$ cat src/rtl/axi_rd_path_switch.sv
// ============================================================================
// axi_rd_path_switch
// ----------------------------------------------------------------------------
// Steers the AXI read channels of a CNN engine either straight to the XHB
// fabric (mode 0, DIRECT) or through the AIDC decompressor (mode 1, COMP).
// A path change is only committed once every outstanding read has returned its
// last beat and the R holding register is empty, so a burst can never be split
// across two paths.
//
// Ports
//   clk, rst_n        clock, asynchronous active-low reset
//   enable_i          requested path (1 = AIDC, 0 = XHB)
//   mode_o            path currently in effect
//   err_o             sticky flag: the unselected path drove R valid
//   s_ar_*            AR slave side (from CNN engine)
//   e_ar_* / m_ar_*   AR master sides (to AIDC / to XHB)
//   e_r_*  / m_r_*    R slave sides (from AIDC / from XHB)
//   s_r_*             R master side (to CNN engine)
//
// Payload layouts
//   AR : {id[ID_W], addr[ADDR_W]}
//   R  : {id[ID_W], resp[2], last[1], data[DATA_W]}   (last is bit DATA_W)
//
// Handshake rule used on every channel: a transfer happens in a cycle where
// valid and ready are both 1 at the rising clock edge. valid never depends on
// the same channel's ready; once s_r_valid is raised it stays up, with the
// payload frozen, until s_r_ready accepts it.
// ============================================================================
module axi_rd_path_switch #(
    parameter int ADDR_W = 32,
    parameter int ID_W   = 4,
    parameter int DATA_W = 32
) (
    input  logic                       clk,
    input  logic                       rst_n,

    input  logic                       enable_i,
    output logic                       mode_o,
    output logic                       err_o,

    input  logic                       s_ar_valid,
    output logic                       s_ar_ready,
    input  logic [ID_W+ADDR_W-1:0]     s_ar_pld,

    output logic                       e_ar_valid,
    input  logic                       e_ar_ready,
    output logic [ID_W+ADDR_W-1:0]     e_ar_pld,

    output logic                       m_ar_valid,
    input  logic                       m_ar_ready,
    output logic [ID_W+ADDR_W-1:0]     m_ar_pld,

    input  logic                       e_r_valid,
    output logic                       e_r_ready,
    input  logic [ID_W+3+DATA_W-1:0]   e_r_pld,

    input  logic                       m_r_valid,
    output logic                       m_r_ready,
    input  logic [ID_W+3+DATA_W-1:0]   m_r_pld,

    output logic                       s_r_valid,
    input  logic                       s_r_ready,
    output logic [ID_W+3+DATA_W-1:0]   s_r_pld
);

    localparam int R_W = ID_W + 3 + DATA_W;

    // ------------------------------------------------------------------------
    // State
    // ------------------------------------------------------------------------
    typedef enum logic [1:0] {
        ST_DIRECT = 2'd0,
        ST_COMP   = 2'd1,
        ST_DRAIN  = 2'd2
    } state_t;

    state_t           state;
    state_t           state_nxt;
    logic             mode;
    logic             mode_nxt;
    logic [3:0]       outs;      // reads accepted on AR whose last beat is not yet delivered
    logic             err;

    logic             rbuf_valid;
    logic [R_W-1:0]   rbuf_pld;

    // ------------------------------------------------------------------------
    // AR path (purely combinational)
    // ------------------------------------------------------------------------
    // ar_open gates both ready upstream and valid downstream; gating valid too
    // keeps a downstream port from taking a request the engine never saw
    // accepted (e.g. while draining, or with the counter saturated).
    logic ar_open;
    logic sel_ar_ready;
    logic ar_hs;

    assign ar_open      = (state != ST_DRAIN) && (outs != 4'd15);
    assign sel_ar_ready = mode ? e_ar_ready : m_ar_ready;

    assign s_ar_ready   = sel_ar_ready && ar_open;
    assign e_ar_valid   = s_ar_valid && ar_open &&  mode;
    assign m_ar_valid   = s_ar_valid && ar_open && !mode;
    assign e_ar_pld     = s_ar_pld;
    assign m_ar_pld     = s_ar_pld;

    assign ar_hs        = s_ar_valid && s_ar_ready;

    // ------------------------------------------------------------------------
    // R path: one-entry holding register fed from the selected source
    // ------------------------------------------------------------------------
    logic             sel_r_valid;
    logic [R_W-1:0]   sel_r_pld;
    logic             sel_r_ready;
    logic             unsel_r_valid;
    logic             r_load;
    logic             r_last_hs;

    assign sel_r_valid   = mode ? e_r_valid : m_r_valid;
    assign sel_r_pld     = mode ? e_r_pld   : m_r_pld;
    assign unsel_r_valid = mode ? m_r_valid : e_r_valid;

    // Accept a new beat when the register is empty or is being emptied this
    // cycle, so back-to-back beats flow at one per clock.
    assign sel_r_ready   = !rbuf_valid || s_r_ready;
    assign e_r_ready     =  mode && sel_r_ready;
    assign m_r_ready     = !mode && sel_r_ready;

    assign r_load        = sel_r_valid && sel_r_ready;

    assign s_r_valid     = rbuf_valid;
    assign s_r_pld       = rbuf_pld;

    assign r_last_hs     = rbuf_valid && s_r_ready && rbuf_pld[DATA_W];

    always_ff @(posedge clk or negedge rst_n) begin
        if (!rst_n) begin
            rbuf_valid <= 1'b0;
            rbuf_pld   <= '0;
        end else begin
            if (r_load) begin
                rbuf_valid <= 1'b1;
                rbuf_pld   <= sel_r_pld;
            end else if (s_r_ready) begin
                rbuf_valid <= 1'b0;
            end
        end
    end

    // ------------------------------------------------------------------------
    // Outstanding-read counter
    // ------------------------------------------------------------------------
    // Saturation is avoided upstream (AR closes at 15) and a last beat can
    // only arrive for a read that was counted, so no explicit clamps here.
    always_ff @(posedge clk or negedge rst_n) begin
        if (!rst_n) begin
            outs <= 4'd0;
        end else begin
            case ({ar_hs, r_last_hs})
                2'b10:   outs <= outs + 4'd1;
                2'b01:   outs <= outs - 4'd1;
                default: outs <= outs;
            endcase
        end
    end

    // ------------------------------------------------------------------------
    // Sticky protocol error: a beat offered by the path we are not listening to
    // ------------------------------------------------------------------------
    always_ff @(posedge clk or negedge rst_n) begin
        if (!rst_n) begin
            err <= 1'b0;
        end else begin
            err <= err || unsel_r_valid;
        end
    end

    assign err_o = err;

    // ------------------------------------------------------------------------
    // Mode FSM
    // ------------------------------------------------------------------------
    always_ff @(posedge clk or negedge rst_n) begin
        if (!rst_n) begin
            state <= ST_DIRECT;
            mode  <= 1'b0;
        end else begin
            state <= state_nxt;
            mode  <= mode_nxt;
        end
    end

    always_comb begin
        state_nxt = state;
        mode_nxt  = mode;
        case (state)
            ST_DIRECT, ST_COMP: begin
                if (enable_i != mode) begin
                    state_nxt = ST_DRAIN;
                end
            end
            ST_DRAIN: begin
                // A request withdrawn before the drain completes cancels the
                // switch; this takes priority over completing it.
                if (enable_i == mode) begin
                    state_nxt = mode ? ST_COMP : ST_DIRECT;
                end else if ((outs == 4'd0) && !rbuf_valid) begin
                    mode_nxt  = ~mode;
                    state_nxt = mode ? ST_DIRECT : ST_COMP;
                end
            end
            default: begin
                state_nxt = ST_DIRECT;
                mode_nxt  = 1'b0;
            end
        endcase
    end

    assign mode_o = mode;

endmodule

$ cat config.mk
export PLATFORM = sky130hd
export DESIGN_NAME = axi_rd_path_switch
export DESIGN_NICKNAME = d
export VERILOG_FILES = /design/src/rtl/axi_rd_path_switch.sv
export SDC_FILE = /design/constraint.sdc
export NUM_CORES = 1
export LEC_CHECK = 0
export BUFFER_PORTS_ARGS = -buffer_cell sky130_fd_sc_hd__buf_2
export CAP_MARGIN = 20
export CORE_MARGIN = 2
export CORE_UTILIZATION = 36
export DETAILED_ROUTE_END_ITERATION = 12
export GPL_ROUTABILITY_DRIVEN = 0
export HOLD_SLACK_MARGIN = 0.06
export PLACE_DENSITY = 0.76
export RECOVER_POWER = 25
export SLEW_MARGIN = 25
export SYNTH_ARGS = -nofsm -noshare
export SYNTH_HDL_FRONTEND = slang
export SYNTH_SLANG_ARGS = --single-unit
$ cat constraint.sdc
create_clock -name clk -period 2.2 [get_ports clk]
set_input_delay 0.44 -clock clk [delete_from_list [all_inputs] [get_ports clk]]
set_output_delay 0.44 -clock clk [all_outputs]
set_load 0.01 [all_outputs]
==> report_table.html, run 1 <==
<table>
<tr><th>Metric</th><th>Value</th></tr>
<tr><th colspan="2">Status</th></tr>
<tr><td>Status</td><td>finished, final reports clean</td></tr>
<tr><th colspan="2">Synth</th></tr>
<tr><td>Total of flip-flops plus latches after synthesis</td><td>48</td></tr>
<tr><td>Post-Syn Instances</td><td>262</td></tr>
<tr><td>Synthesis Warnings</td><td>0</td></tr>
<tr><td>Average footprint of a synthesized cell</td><td>11.9 um2</td></tr>
<tr><td>Synthesized Nets</td><td>388</td></tr>
<tr><td>Unique masters post-synth</td><td>38</td></tr>
<tr><td>Post-synthesis instance area</td><td>3110 um2</td></tr>
<tr><td>Share of the yosys chip area belonging to registers</td><td>0.386</td></tr>
<tr><th colspan="2">Placed design</th></tr>
<tr><td>Port Buffer Count</td><td>133</td></tr>
<tr><td>HPWL after detailed placement</td><td>5.77 mm</td></tr>
<tr><th colspan="2">Clocking</th></tr>
<tr><td>Clock slew at reported path FFs</td><td>0.09 ns</td></tr>
<tr><td>Maximum count of clock buffers along a single path</td><td>2</td></tr>
<tr><td>Cell at the root of the clock tree</td><td>sky130_fd_sc_hd__clkbuf_8</td></tr>
<tr><td>CTS tree</td><td>built</td></tr>
<tr><td>Cts hold-fix bufs</td><td>0</td></tr>
<tr><td>TritonCTS Buffers</td><td>5</td></tr>
<tr><td>Sink Count</td><td>48</td></tr>
<tr><td>Clk Latency, worst-skew pair</td><td>0.30 ns</td></tr>
<tr><td>CTS H-tree lvls</td><td>2</td></tr>
<tr><th colspan="2">Critical path</th></tr>
<tr><td>CP max-delay cell</td><td>sky130_fd_sc_hd__buf_4</td></tr>
<tr><td>Kind of capture point of the worst setup path</td><td>output pin</td></tr>
<tr><td>CP Class</td><td>reg2out</td></tr>
<tr><td>Start of the worst register-to-register path</td><td>outs[0]</td></tr>
<tr><td>Most frequent CP cell</td><td>sky130_fd_sc_hd__buf_4</td></tr>
<tr><td>Category of the worst setup path launch point</td><td>flop</td></tr>
<tr><td>Data arrival time at the worst-slack endpoint</td><td>1.63 ns</td></tr>
<tr><td>Max Fanout on Critical Path</td><td>26</td></tr>
<tr><td>Critical Path Source</td><td>mode_o</td></tr>
<tr><td>Data required time at the worst endpoint</td><td>1.76 ns</td></tr>
<tr><td>CP peak stage delay</td><td>0.40 ns</td></tr>
<tr><td>Cell chain of the critical path</td><td>buf_4, buf_4, nor2_1, buf_2</td></tr>
<tr><th colspan="2">Flow run</th></tr>
<tr><td>Max-Cap Viols</td><td>0</td></tr>
<tr><th colspan="2">Timing</th></tr>
<tr><td>Slew at the pin closest to its max-slew limit</td><td>1.21 ns</td></tr>
<tr><td>Fmax achieved</td><td>484 MHz</td></tr>
<tr><td>Setup TNS</td><td>0 ns</td></tr>
<tr><td>Final count of pins violating max slew</td><td>0</td></tr>
<tr><td>Final Hold Violating Endpoints</td><td>0</td></tr>
<tr><td>RSZ-0062 raised after global routing</td><td>no</td></tr>
<tr><td>Clock period minus worst slack</td><td>2.07 ns</td></tr>
<tr><td>WHS</td><td>0.359 ns</td></tr>
<tr><td>Slew margin rel.</td><td>0.193</td></tr>
<tr><td>Number of failing setup endpoints in the final timing report</td><td>0</td></tr>
<tr><td>Final period util</td><td>0.940</td></tr>
<tr><td>Setup skew after layout</td><td>0.00574 ns</td></tr>
<tr><th colspan="2">Pwr</th></tr>
<tr><td>Max IR drop VDD</td><td>0.000629 V</td></tr>
<tr><td>Leakage Power</td><td>1.67 nW</td></tr>
<tr><td>Power Density</td><td>1250 nW/um2</td></tr>
<tr><td>Pwr Total</td><td>4.39 mW</td></tr>
<tr><th colspan="2">Route</th></tr>
<tr><td>WL/cell</td><td>16.9 um</td></tr>
<tr><td>Vias after detailed routing</td><td>2,078</td></tr>
<tr><td>Drc violations</td><td>0</td></tr>
<tr><td>Routed Antenna Nets</td><td>0</td></tr>
<tr><td>First-pass iteration count of the detailed router</td><td>4</td></tr>
<tr><td>Post-detailed-routing wire length</td><td>7.31 mm</td></tr>
<tr><td>Count of routing violations after the opening detailed-route iteration</td><td>42</td></tr>
<tr><td>Vias per std cell</td><td>4.80</td></tr>
<tr><th colspan="2">Layout</th></tr>
<tr><td>Antenna cell count</td><td>0</td></tr>
<tr><td>Count of fill cells added during filler insertion</td><td>805</td></tr>
<tr><td>Commonest non-fill, non-tap cell in the layout</td><td>sky130_fd_sc_hd__buf_2</td></tr>
<tr><td>FF/Latch Area</td><td>1200 um2</td></tr>
<tr><td>End-of-flow core utilization</td><td>0.423</td></tr>
<tr><td>Area occupied by multi-input gates</td><td>1310 um2</td></tr>
<tr><td>Layout cell share with drive strength beyond 1</td><td>0.732</td></tr>
<tr><td>Most frequent cells in the layout</td><td>133 x sky130_fd_sc_hd__buf_2, 79 x sky130_fd_sc_hd__mux2_2, 46 x sky130_fd_sc_hd__dfrtp_1, 6 x sky130_fd_sc_hd__nor2_1, 6 x sky130_fd_sc_hd__buf_4</td></tr>
<tr><td>Layout Nets</td><td>453</td></tr>
<tr><td>Synthesis-to-layout area growth</td><td>12.7%</td></tr>
<tr><th colspan="2">Floorplan</th></tr>
<tr><td>Width of the die</td><td>97.0 um</td></tr>
<tr><td>Floorplan Core Area</td><td>8300 um2</td></tr>
<tr><td>I/O pins</td><td>242</td></tr>
<tr><td>Floorplan die area</td><td>9410 um2</td></tr>
<tr><td>Initial core utilization</td><td>0.375</td></tr>
<tr><td>Num rows</td><td>33</td></tr>
<tr><td>Height of the chip</td><td>97.0 um</td></tr>
<tr><th colspan="2">Worst hold path</th></tr>
<tr><td>Hold Path Origin</td><td>s_r_ready</td></tr>
<tr><td>Tightest Hold Check Type</td><td>in2reg</td></tr>
<tr><th colspan="2">GRT</th></tr>
<tr><td>Via count of the first global-routing pass</td><td>2,184</td></tr>
<tr><td>Total congestion overflow after global routing</td><td>0</td></tr>
<tr><td>Pin count of the biggest net entering global routing</td><td>49</td></tr>
<tr><td>First-pass GRT wire length</td><td>11.7 mm</td></tr>
<tr><td>Overall global routing resource usage</td><td>0.153</td></tr>
<tr><td>Number of antenna violations at the first check in global routing</td><td>0</td></tr>
</table>
==> critical path, delay by kind of cell, from the launching register on <==
family,cells,cell delay (ns)
buf+inv,3,0.85
simple gates,1,0.09
flops,1,0.38
==> metal layers <==
metal	wire (um)	GRT usage	part of all wire	vias up
met5	0	0.0165	0	-
li1	-	-	-	967
met1	2820	0.184	0.39	953
met4	85	0.0390	0.012	0
met2	3690	0.263	0.50	149
met3	719	0.0491	0.098	9
==> final timing paths <==
kind / endpoint / slack (ns) / cells after the start
worst max-delay path: m_ar_valid / 0.13 / 4
max in group asynchronous: mode_o / 0.94 / 2
worst min-delay path: s_r_valid / 0.36 / 2
worst min register to register: err_o / 0.50 / 1
min in group asynchronous: s_r_pld[28] / 0.47 / 2
worst max register to register: outs[3] / 0.15 / 7
==> synthesized netlist by cell type, drive strengths merged <==
master,instances,area share
nor2,7,0.0084
xnor2,3,0.0084
a2111oi,1,0.0088
clkbuf,1,0.0012
nor4b,1,0.0028
mux2,79,0.29
nand3,1,0.0016
nor4,1,0.0020
o21ai,1,0.0016
nand4,1,0.0020
or3b,1,0.0036
or4b,1,0.0032
o41ai,1,0.0028
nand2b,1,0.0020
and2,1,0.0020
nand2,2,0.0024
o21a,1,0.0024
or2,1,0.0020
dfrtp,48,0.39
buf,82,0.20
ha,3,0.012
a21oi,2,0.0032
nand4b,1,0.0028
a21o,2,0.0052
o221ai,1,0.0048
mux2i,3,0.0096
nor2b,2,0.0040
a31oi,1,0.0020
inv,4,0.0048
xor2,2,0.0056
a211o,2,0.0056
and3,1,0.0020
or4,1,0.0024
nand3b,1,0.0024
o211ai,1,0.0024
==> per-stage QoR <==
stage	setup WS, ns	area, um2	cells
3_5_place_dp	0.0961	3380	424
2_1_floorplan	-0.0332	3160	262
4_1_cts	0.0603	3490	432
5_1_grt	0.00470	3510	433
3_3_place_gp	0.163	3380	424
6_report	0.133	3510	433
==> state kept, by name (all words and copies together), names as in the netlist <==
register   cells
err_o          1
s_r_pld       39
mode_o         1
s_r_valid      1
outs           4
state          2
==> layout make-up <==
cell class | count | area share
multi-input cells | 127 | 0.373
flip-flops and latches | 48 | 0.343
well taps | 105 | 0.0374
clock buffers | 5 | 0.0196
repair buffers | 141 | 0.210
inverters | 4 | 0.00428
clock inverters | 3 | 0.0132
==> power breakdown <==
group | internal, mW | switching (mW) | total (mW)
sequential | 1.32 | 0.247 | 1.57
clock | 0.343 | 0.312 | 0.654
combinational | 1.16 | 1.01 | 2.17
total | 2.82 | 1.56 | 4.39
==> cells by family after synthesis <==
| family | Yosys count | synth area share |
|---|---|---|
| xor+xnor | 5 | 0.0141 |
| buf+inv | 87 | 0.208 |
| flops | 48 | 0.386 |
| mux | 82 | 0.295 |
| simple gates | 24 | 0.0458 |
| compound gates | 13 | 0.0390 |
| fa+ha+maj | 3 | 0.0121 |
==> what timing repair did <==
item	in CTS	in global routing
setup endpoints to repair	0	2
buffers inserted	0	1
gates resized for setup	0	3
(Power assumes the default switching activity.)
==> run 2, diff against run 1 <==
--- a/config.mk
+++ b/config.mk
@@ -5,10 +5,11 @@
 export SDC_FILE = /design/constraint.sdc
 export NUM_CORES = 1
 export LEC_CHECK = 0
+export ABC_AREA = 1
 export BUFFER_PORTS_ARGS = -buffer_cell sky130_fd_sc_hd__buf_2
 export CAP_MARGIN = 20
 export CORE_MARGIN = 2
-export CORE_UTILIZATION = 36
+export CORE_UTILIZATION = 35
 export DETAILED_ROUTE_END_ITERATION = 12
 export GPL_ROUTABILITY_DRIVEN = 0
 export HOLD_SLACK_MARGIN = 0.06
==> report_table.html, run 2 <==
<table>
<tr><th>Metric</th><th>Value</th></tr>
<tr><th colspan="2">Clocking</th></tr>
<tr><td>CTS tree</td><td>built</td></tr>
<tr><td>TritonCTS Buffers</td><td>5 (unchanged)</td></tr>
<tr><td>Cts hold-fix bufs</td><td>0 (unchanged)</td></tr>
<tr><td>Buffers inserted by post-CTS timing repair</td><td>0 (unchanged)</td></tr>
<tr><td>Maximum count of clock buffers along a single path</td><td>2 (unchanged)</td></tr>
<tr><td>Sink Count</td><td>48 (unchanged)</td></tr>
<tr><td>CTS H-tree lvls</td><td>2 (unchanged)</td></tr>
<tr><td>Clock slew at reported path FFs</td><td>0.08 ns (about the same)</td></tr>
<tr><td>Clk Latency, worst-skew pair</td><td>0.29 ns (about the same)</td></tr>
<tr><td>Cell at the root of the clock tree</td><td>sky130_fd_sc_hd__clkbuf_8</td></tr>
<tr><th colspan="2">Critical path</th></tr>
<tr><td>Combined buffer and inverter count along the critical path</td><td>0 (-3)</td></tr>
<tr><td>Cell family contributing the most delay on the critical path</td><td>simple AND/OR/NAND/NOR gates</td></tr>
<tr><td>Cell chain of the critical path</td><td>nand2_1, o22ai_1, nor3_2, nand2_1, ha_1, nor2_1, nor2_1, ha_1, a21oi_1, xor2_1, o21ai_0</td></tr>
<tr><td>Max Fanout on Critical Path</td><td>6 (-77%)</td></tr>
<tr><td>Data arrival time at the worst-slack endpoint</td><td>2.20 ns (+0.57 ns)</td></tr>
<tr><td>CP peak stage delay</td><td>0.45 ns (+0.05 ns)</td></tr>
<tr><td>CP max-delay cell</td><td>sky130_fd_sc_hd__dfrtp_2</td></tr>
<tr><td>Data required time at the worst endpoint</td><td>2.37 ns (+0.61 ns)</td></tr>
<tr><td>CP Class</td><td>reg2reg</td></tr>
<tr><td>Category of the worst setup path launch point</td><td>flop</td></tr>
<tr><td>Kind of capture point of the worst setup path</td><td>flop</td></tr>
<tr><th colspan="2">Pwr</th></tr>
<tr><td>Power Density</td><td>1390 nW/um2 (+11%)</td></tr>
<tr><td>Max IR drop VDD</td><td>0.000406 V (-35%)</td></tr>
<tr><td>Internal</td><td>2.54 mW (-10%)</td></tr>
<tr><td>Psw</td><td>1.91 mW (+22%)</td></tr>
<tr><td>Share of total power in combinational logic</td><td>0.504 (+0.010)</td></tr>
<tr><td>Pwr Total</td><td>4.45 mW (+1.4%)</td></tr>
<tr><td>Sequential share of power</td><td>0.356 (about the same)</td></tr>
<tr><td>Switching share of power</td><td>0.429 (+0.0723)</td></tr>
<tr><td>Clk pwr share</td><td>0.139 (-0.010)</td></tr>
<tr><td>Leakage Power</td><td>1.63 nW (-2.6%)</td></tr>
<tr><th colspan="2">Timing</th></tr>
<tr><td>Final Hold Violating Endpoints</td><td>0 (unchanged)</td></tr>
<tr><td>Final critical-path setup slack</td><td>0.175 ns (+0.0427 ns)</td></tr>
<tr><td>Slew at the pin closest to its max-slew limit</td><td>1.17 ns (-0.0361 ns)</td></tr>
<tr><td>Setup TNS</td><td>0 ns (unchanged)</td></tr>
<tr><td>Final period util</td><td>0.920 (-0.0194)</td></tr>
<tr><td>Fmax achieved</td><td>494 MHz (+2.1%)</td></tr>
<tr><td>RSZ-0062 raised after global routing</td><td>no</td></tr>
<tr><td>Final count of pins violating max slew</td><td>0 (unchanged)</td></tr>
<tr><td>Setup skew after layout</td><td>0.00554 ns (-0.000202 ns)</td></tr>
<tr><td>Clock period minus worst slack</td><td>2.02 ns (-0.0427 ns)</td></tr>
<tr><td>Number of failing setup endpoints in the final timing report</td><td>0 (unchanged)</td></tr>
<tr><td>Slew margin rel.</td><td>0.217 (+0.0240)</td></tr>
<tr><th colspan="2">Layout</th></tr>
<tr><td>Layout cell share with drive strength beyond 1</td><td>0.358 (-0.374)</td></tr>
<tr><td>Final Non-Filler Cells</td><td>527 (+22%)</td></tr>
<tr><td>Commonest non-fill, non-tap cell in the layout</td><td>sky130_fd_sc_hd__buf_2</td></tr>
<tr><td>Layout Nets</td><td>547 (+21%)</td></tr>
<tr><td>Antenna cell count</td><td>0 (unchanged)</td></tr>
<tr><td>Synthesis-to-layout area growth</td><td>11.2%</td></tr>
<tr><td>Number of flip-flops under the largest register name</td><td>39 (unchanged)</td></tr>
<tr><td>Most frequent cells in the layout</td><td>133 x sky130_fd_sc_hd__buf_2, 105 x sky130_fd_sc_hd__nand2_1, 49 x sky130_fd_sc_hd__nor2_1, 47 x sky130_fd_sc_hd__dfrtp_1, 39 x sky130_fd_sc_hd__a31oi_1</td></tr>
<tr><th colspan="2">Floorplan</th></tr>
<tr><td>Floorplan Core Area</td><td>8090 um2 (-2.5%)</td></tr>
<tr><td>Floorplan die area</td><td>8940 um2 (-5.0%)</td></tr>
<tr><td>Height of the chip</td><td>94.6 um (-2.5%)</td></tr>
<tr><td>Width of the die</td><td>94.6 um (-2.5%)</td></tr>
<tr><td>Num rows</td><td>33 (unchanged)</td></tr>
<tr><td>Initial core utilization</td><td>0.355 (-0.0204)</td></tr>
<tr><td>I/O pins</td><td>242 (unchanged)</td></tr>
<tr><th colspan="2">Route</th></tr>
<tr><td>Drc violations</td><td>0 (unchanged)</td></tr>
<tr><td>WL/cell</td><td>13.1 um (-22%)</td></tr>
<tr><td>Vias per std cell</td><td>4.67 (-2.7%)</td></tr>
<tr><td>First-pass iteration count of the detailed router</td><td>4 (unchanged)</td></tr>
<tr><td>Count of routing violations after the opening detailed-route iteration</td><td>50 (+19%)</td></tr>
<tr><td>Vias after detailed routing</td><td>2,461 (+18%)</td></tr>
<tr><td>Post-detailed-routing wire length</td><td>6.92 mm (-5.3%)</td></tr>
<tr><td>Routed Antenna Nets</td><td>0 (unchanged)</td></tr>
<tr><th colspan="2">Synth</th></tr>
<tr><td>Share of the synthesized area in the top cell type</td><td>0.418 (+0.0326)</td></tr>
<tr><td>Average footprint of a synthesized cell</td><td>7.89 um2 (-34%)</td></tr>
<tr><td>Synthesis Warnings</td><td>0 (unchanged)</td></tr>
<tr><td>Share of the yosys chip area belonging to registers</td><td>0.418 (+0.0326)</td></tr>
<tr><td>Cell types with the highest counts after synthesis</td><td>105 x sky130_fd_sc_hd__nand2_1, 77 x sky130_fd_sc_hd__buf_4, 49 x sky130_fd_sc_hd__nor2_1, 48 x sky130_fd_sc_hd__dfrtp_1, 39 x sky130_fd_sc_hd__a31oi_1</td></tr>
<tr><td>Total of flip-flops plus latches after synthesis</td><td>48 (unchanged)</td></tr>
<tr><td>Synthesized Nets</td><td>490 (+26%)</td></tr>
<tr><td>Unique masters post-synth</td><td>20 (-47%)</td></tr>
<tr><td>Most common cell in the synthesized netlist</td><td>sky130_fd_sc_hd__nand2_1</td></tr>
<tr><td>Post-synthesis instance area</td><td>2870 um2 (-7.8%)</td></tr>
<tr><td>Share of async-settable or async-resettable flops after synthesis</td><td>1.00 (unchanged)</td></tr>
<tr><td>Post-synth top area cell</td><td>sky130_fd_sc_hd__dfrtp_1</td></tr>
<tr><td>Count of flip-flops with a built-in enable after synthesis</td><td>0 (unchanged)</td></tr>
<tr><td>Dominant synthesized flop cell</td><td>sky130_fd_sc_hd__dfrtp_1</td></tr>
<tr><td>Post-Syn Instances</td><td>364 (+39%)</td></tr>
<tr><td>Top area cells in the synthesized netlist</td><td>sky130_fd_sc_hd__dfrtp_1 42%, sky130_fd_sc_hd__buf_4 20%, sky130_fd_sc_hd__nand2_1 14%</td></tr>
<tr><th colspan="2">Placed design</th></tr>
<tr><td>Total instance count after detailed placement</td><td>519 (+22%)</td></tr>
<tr><td>Setup Slack @ Placement</td><td>0.196 ns (+0.100 ns)</td></tr>
<tr><td>HPWL after detailed placement</td><td>5.28 mm (-8.6%)</td></tr>
<tr><td>Port Buffer Count</td><td>133 (unchanged)</td></tr>
<tr><th colspan="2">GRT</th></tr>
<tr><td>Number of antenna violations at the first check in global routing</td><td>0 (unchanged)</td></tr>
<tr><td>Pin count of the biggest net entering global routing</td><td>59 (+20%)</td></tr>
<tr><td>Via count of the first global-routing pass</td><td>2,162 (-1.0%)</td></tr>
<tr><td>First-pass GRT wire length</td><td>10.3 mm (-12%)</td></tr>
<tr><td>Total congestion overflow after global routing</td><td>0 (unchanged)</td></tr>
<tr><td>Overall global routing resource usage</td><td>0.147 (-0.00594)</td></tr>
<tr><th colspan="2">Flow run</th></tr>
<tr><td>Max-Cap Viols</td><td>0 (unchanged)</td></tr>
<tr><th colspan="2">Status</th></tr>
<tr><td>Status</td><td>finished, final reports clean</td></tr>
<tr><th colspan="2">Worst hold path</th></tr>
<tr><td>Tightest Hold Check Type</td><td>in2reg</td></tr>
</table>
[run 2: power groups by stage]
stage | Combinational, mW | Sequential (mW) | Clock [mW]
after floorplan | 1.44 | 1.76 | 0
after global placement | 2.22 | 1.58 | 0
after detailed placement | 2.27 | 1.61 | 0
after CTS | 2.28 | 1.59 | 0.652
after global routing | 2.54 | 1.64 | 0.692
final | 2.24 | 1.59 | 0.619
[run 2: area by class of cell]
| type | count | area, um2 |
|---|---|---|
| Inverter | 9 | 33.8 |
| Timing Repair Buffer | 139 | 721 |
| Sequential cell | 48 | 1200 |
| Multi-Input combinational cell | 218 | 993 |
| Clock inverter | 3 | 42.5 |
| Fill cell | 853 | 4900 |
| Tap cell | 105 | 131 |
| Clock buffer | 5 | 68.8 |
[run 2: cell families (layout without fill, tap and decap cells)]
kind of cell	after synthesis	count (layout)	share of synthesized area
flip-flops	48	48	0.418
AO/OA/AOI/OAI	49	49	0.103
AND/OR/NAND/NOR	162	162	0.216
buffers and inverters	98	156	0.237
adder cells (fa/ha/maj)	3	3	0.0131
XOR/XNOR	4	4	0.0122
[run 2: timing repair]
| action | in CTS | in global routing |
|---|---|---|
| endpoints found under the setup margin | 0 | 1 |
| resized for setup | 0 | 2 |
| hold endpoints to repair | 0 | 0 |
[run 2: per-stage QoR]
stage                     area, um2  hold slack [ns]  utilization
final                          3190            0.365        0.395
after detailed placement       3080            0.442        0.380
after CTS                      3190            0.253        0.394
after floorplan                2870            0.144            -
after global placement         3080            0.443        0.380
after global routing           3190            0.365        0.395
[run 2: worst min-delay path, stage by stage]
cell and delay [ns]:
sky130_fd_sc_hd__buf_2 0.09, sky130_fd_sc_hd__nand2_1 0.05, sky130_fd_sc_hd__nand2_1 0.05
[run 2: metal layers]
| layer | vias to the layer above | wire length (um) | track usage |
|---|---|---|---|
| li1 | 1208 | - | - |
| met1 | 1097 | 2590 | 0.152 |
| met2 | 123 | 3350 | 0.262 |
| met3 | 33 | 733 | 0.0575 |
| met4 | 0 | 248 | 0.0688 |
| met5 | - | 0 | 0 |
[run 2: worst paths after layout]
check | startpoint | to | slack [ns] | depth (start not counted)
max | outs[1] | outs[2] | 0.18 | 11
min | e_r_valid | err_o | 0.36 | 3
min reg2reg | err_o | err_o | 0.46 | 2
max in group asynchronous | rst_n | outs[1] | 0.96 | 2
max reg2reg | outs[1] | outs[2] | 0.18 | 11
min in group asynchronous | rst_n | s_r_pld[10] | 0.47 | 2
==> run 3, diff against run 2 <==
--- a/config.mk
+++ b/config.mk
@@ -12,6 +12,7 @@
 export CORE_UTILIZATION = 35
 export DETAILED_ROUTE_END_ITERATION = 12
 export GPL_ROUTABILITY_DRIVEN = 0
+export GPL_TIMING_DRIVEN = 0
 export HOLD_SLACK_MARGIN = 0.06
 export PLACE_DENSITY = 0.76
 export RECOVER_POWER = 25
==> constraint.sdc (replaced) <==
create_clock -name clk -period 1.6 [get_ports clk]
set_input_delay 0.32 -clock clk [delete_from_list [all_inputs] [get_ports clk]]
set_output_delay 0.32 -clock clk [all_outputs]
set_load 0.01 [all_outputs]
==> report_table.html, run 3 (same netlist as run 2, synthesis figures left out) <==
<table>
<tr><th>Metric</th><th>Value</th></tr>
<tr><th colspan="2">Status</th></tr>
<tr><td>Status</td><td>finished, violations left</td></tr>
<tr><td>Violations in the final reports</td><td>setup timing</td></tr>
<tr><th colspan="2">Critical path</th></tr>
<tr><td>Cell family contributing the most delay on the critical path</td><td>flip-flops</td></tr>
<tr><td>CP peak stage delay</td><td>0.53 ns (+0.08 ns)</td></tr>
<tr><td>Max Fanout on Critical Path</td><td>6 (unchanged)</td></tr>
<tr><td>Data arrival time at the worst-slack endpoint</td><td>2.07 ns (-0.13 ns)</td></tr>
<tr><td>Register-to-register setup slack</td><td>-0.28 ns (-0.45 ns)</td></tr>
<tr><td>Length in cells of the worst reg-to-reg path</td><td>9 (-2)</td></tr>
<tr><td>Kind of capture point of the worst setup path</td><td>flop</td></tr>
<tr><td>Endpoint of the worst register-to-register path</td><td>outs[2]</td></tr>
<tr><td>CP max-delay cell</td><td>sky130_fd_sc_hd__dfrtp_1</td></tr>
<tr><td>Combined buffer and inverter count along the critical path</td><td>1 (+1)</td></tr>
<tr><td>Cell chain of the critical path</td><td>and3_1, ha_4, nand2_2, inv_2, nor2_4, ha_2, a21oi_2, xor2_1, o21ai_1</td></tr>
<tr><td>Category of the worst setup path launch point</td><td>flop</td></tr>
<tr><td>Data required time at the worst endpoint</td><td>1.79 ns (-0.58 ns)</td></tr>
<tr><td>CP Class</td><td>reg2reg</td></tr>
<tr><td>Start of the worst register-to-register path</td><td>s_r_valid</td></tr>
<tr><th colspan="2">Timing</th></tr>
<tr><td>Slew margin rel.</td><td>0.579 (+0.362)</td></tr>
<tr><td>WHS</td><td>0.253 ns (-0.112 ns)</td></tr>
<tr><td>Final critical-path setup slack</td><td>-0.280 ns (-0.455 ns)</td></tr>
<tr><td>Final Hold Violating Endpoints</td><td>0 (unchanged)</td></tr>
<tr><td>Slew at the pin closest to its max-slew limit</td><td>0.631 ns (-0.544 ns)</td></tr>
<tr><td>Clock period minus worst slack</td><td>1.88 ns (-0.145 ns)</td></tr>
<tr><td>Final period util</td><td>1.17 (+0.254)</td></tr>
<tr><td>Final count of pins violating max slew</td><td>0 (unchanged)</td></tr>
<tr><td>Setup TNS</td><td>-2.01 ns (-2.01 ns)</td></tr>
<tr><td>Fmax achieved</td><td>532 MHz (+7.7%)</td></tr>
<tr><td>Setup skew after layout</td><td>0.00721 ns (+0.00168 ns)</td></tr>
<tr><td>RSZ-0062 raised after global routing</td><td>yes</td></tr>
<tr><td>Number of failing setup endpoints in the final timing report</td><td>27 (+27)</td></tr>
<tr><th colspan="2">Route</th></tr>
<tr><td>Vias per std cell</td><td>4.61 (-1.4%)</td></tr>
<tr><td>WL/cell</td><td>14.5 um (+10%)</td></tr>
<tr><td>Post-detailed-routing wire length</td><td>10.2 mm (+48%)</td></tr>
<tr><td>Vias after detailed routing</td><td>3,265 (+33%)</td></tr>
<tr><td>Routed Antenna Nets</td><td>0 (unchanged)</td></tr>
<tr><td>First-pass iteration count of the detailed router</td><td>4 (unchanged)</td></tr>
<tr><td>Count of routing violations after the opening detailed-route iteration</td><td>123 (+150%)</td></tr>
<tr><td>Drc violations</td><td>0 (unchanged)</td></tr>
<tr><th colspan="2">Layout</th></tr>
<tr><td>Most frequent cells in the layout</td><td>161 x sky130_fd_sc_hd__buf_2, 99 x sky130_fd_sc_hd__nand2_1, 92 x sky130_fd_sc_hd__buf_4, 47 x sky130_fd_sc_hd__dfrtp_1, 45 x sky130_fd_sc_hd__clkbuf_1</td></tr>
<tr><td>End-of-flow core utilization</td><td>0.612 (+0.217)</td></tr>
<tr><td>Count of fill cells added during filler insertion</td><td>723 (-15%)</td></tr>
<tr><td>Final Non-Filler Cells</td><td>709 (+35%)</td></tr>
<tr><td>Number of flip-flops under the largest register name</td><td>39 (unchanged)</td></tr>
<tr><td>Synthesis-to-layout area growth</td><td>72.4%</td></tr>
<tr><td>Commonest non-fill, non-tap cell in the layout</td><td>sky130_fd_sc_hd__buf_2</td></tr>
<tr><td>Layout Nets</td><td>729 (+33%)</td></tr>
<tr><td>Layout cell share with drive strength beyond 1</td><td>0.588 (+0.230)</td></tr>
<tr><td>Antenna cell count</td><td>0 (unchanged)</td></tr>
<tr><th colspan="2">Floorplan</th></tr>
<tr><td>Initial core utilization</td><td>0.355 (unchanged)</td></tr>
<tr><td>Floorplan die area</td><td>8940 um2 (unchanged)</td></tr>
<tr><td>Height of the chip</td><td>94.6 um (unchanged)</td></tr>
<tr><td>Num rows</td><td>33 (unchanged)</td></tr>
<tr><td>I/O pins</td><td>242 (unchanged)</td></tr>
<tr><td>Floorplan Core Area</td><td>8090 um2 (unchanged)</td></tr>
<tr><td>Width of the die</td><td>94.6 um (unchanged)</td></tr>
<tr><th colspan="2">Placed design</th></tr>
<tr><td>HPWL after detailed placement</td><td>7.03 mm (+33%)</td></tr>
<tr><td>Total instance count after detailed placement</td><td>674 (+30%)</td></tr>
<tr><td>Port Buffer Count</td><td>205 (+54%)</td></tr>
<tr><th colspan="2">Worst hold path</th></tr>
<tr><td>Hold Path Sink</td><td>err_o</td></tr>
<tr><td>Hold Path Origin</td><td>e_r_valid</td></tr>
<tr><td>Worst Hold Depth</td><td>3 (unchanged)</td></tr>
<tr><td>Tightest Hold Check Type</td><td>in2reg</td></tr>
<tr><th colspan="2">GRT</th></tr>
<tr><td>Pin count of the biggest net entering global routing</td><td>49 (-17%)</td></tr>
<tr><td>Total congestion overflow after global routing</td><td>0 (unchanged)</td></tr>
<tr><td>Overall global routing resource usage</td><td>0.195 (+0.0474)</td></tr>
<tr><td>Number of antenna violations at the first check in global routing</td><td>0 (unchanged)</td></tr>
<tr><td>First-pass GRT wire length</td><td>13.7 mm (+33%)</td></tr>
<tr><td>Via count of the first global-routing pass</td><td>2,988 (+38%)</td></tr>
<tr><th colspan="2">Clocking</th></tr>
<tr><td>CTS tree</td><td>built</td></tr>
<tr><td>Clk Latency, worst-skew pair</td><td>0.30 ns (about the same)</td></tr>
<tr><td>Clock slew at reported path FFs</td><td>0.08 ns (about the same)</td></tr>
<tr><td>TritonCTS Buffers</td><td>5 (unchanged)</td></tr>
<tr><td>Cell at the root of the clock tree</td><td>sky130_fd_sc_hd__clkbuf_8</td></tr>
<tr><td>Sink Count</td><td>48 (unchanged)</td></tr>
<tr><td>Maximum count of clock buffers along a single path</td><td>2 (unchanged)</td></tr>
<tr><td>CTS H-tree lvls</td><td>2 (unchanged)</td></tr>
<tr><th colspan="2">Flow run</th></tr>
<tr><td>Max-Cap Viols</td><td>0 (unchanged)</td></tr>
<tr><th colspan="2">Pwr</th></tr>
<tr><td>Power Density</td><td>1760 nW/um2 (+27%)</td></tr>
<tr><td>Leakage Power</td><td>2.43 nW (+49%)</td></tr>
<tr><td>Max IR drop VDD</td><td>0.000541 V (+33%)</td></tr>
</table>
run 3: cell count changes in the layout (fill, tap and decap cells not counted), moves of 6 or more:
cell                       previous run  this run
sky130_fd_sc_hd__a31oi_1             39        21
sky130_fd_sc_hd__a31oi_4              0        13
sky130_fd_sc_hd__buf_2              133       161
sky130_fd_sc_hd__buf_4                4        92
sky130_fd_sc_hd__buf_6                0         8
sky130_fd_sc_hd__clkbuf_1             0        45
sky130_fd_sc_hd__nand2_1            105        99
sky130_fd_sc_hd__nor2_1              49        17
sky130_fd_sc_hd__nor2_2               0        23
sky130_fd_sc_hd__nor2_4               0         9
run 3: report_power, final:
part	total, mW	leakage [nW]	switching, mW	internal, mW
combinational	5.59	1.83	2.93	2.66
clock	0.861	0.0552	0.397	0.464
sequential	2.28	0.541	0.465	1.82
run 3: timing repair:
item                                    CTS  global route
gates resized for setup                  27            93
endpoints found under the hold margin    48             0
buffers inserted                         16             6
gates cloned                              0             5
endpoints found under the setup margin    9            48
hold buffers                              1             0
pin swaps                                 8             2
run 3: area by class of cell:
class / count / area [um2] / area share
clock buffers: 6 / 72.6 / 0.0147
flip-flops and latches: 48 / 1200 / 0.243
repair inverters: 1 / 11.3 / 0.00228
well taps: 105 / 131 / 0.0265
inverters: 9 / 43.8 / 0.00885
multi-input cells: 218 / 1450 / 0.293
plain buffers: 89 / 733 / 0.148
clock inverters: 2 / 35.0 / 0.00708
repair buffers: 231 / 1270 / 0.256
run 3: routing by layer:
layer,up-vias,global-route usage,part of all wire
met3,17,0.0391,0.062
met5,-,0,0
li1,1586,-,-
met2,147,0.366,0.53
met4,0,0.0700,0.027
met1,1515,0.216,0.38
run 3: how the worst max path moves through the flow:
stage | start | slack, ns | depth (start not counted) | end
2_1_floorplan | mode_o | -0.29 | 11 | outs[2]
3_3_place_gp | mode_o | -0.34 | 11 | outs[2]
3_5_place_dp | mode_o | -0.43 | 12 | outs[2]
4_1_cts | mode_o | -0.20 | 12 | outs[2]
5_1_grt | outs[2] | -0.37 | 14 | outs[3]
6_report | s_r_valid | -0.28 | 9 | outs[2]
run 3: worst reg2reg max path, stage by stage (launching register included):
cell and delay, ns:
sky130_fd_sc_hd__dfrtp_1 0.53, sky130_fd_sc_hd__and3_1 0.33, sky130_fd_sc_hd__ha_4 0.20, sky130_fd_sc_hd__nand2_2 0.07
sky130_fd_sc_hd__inv_2 0.08, sky130_fd_sc_hd__nor2_4 0.04, sky130_fd_sc_hd__ha_2 0.16, sky130_fd_sc_hd__a21oi_2 0.11
sky130_fd_sc_hd__xor2_1 0.16, sky130_fd_sc_hd__o21ai_1 0.08
run 3: per-stage QoR:
stage	total power, mW	cell area (um2)	worst slack (ns)
final	8.73	4950	-0.280
after global routing	9.31	4950	-0.365
after CTS	7.30	4420	-0.202
after detailed placement	5.86	4060	-0.426
after global placement	5.74	4060	-0.340
after floorplan	4.47	2900	-0.285
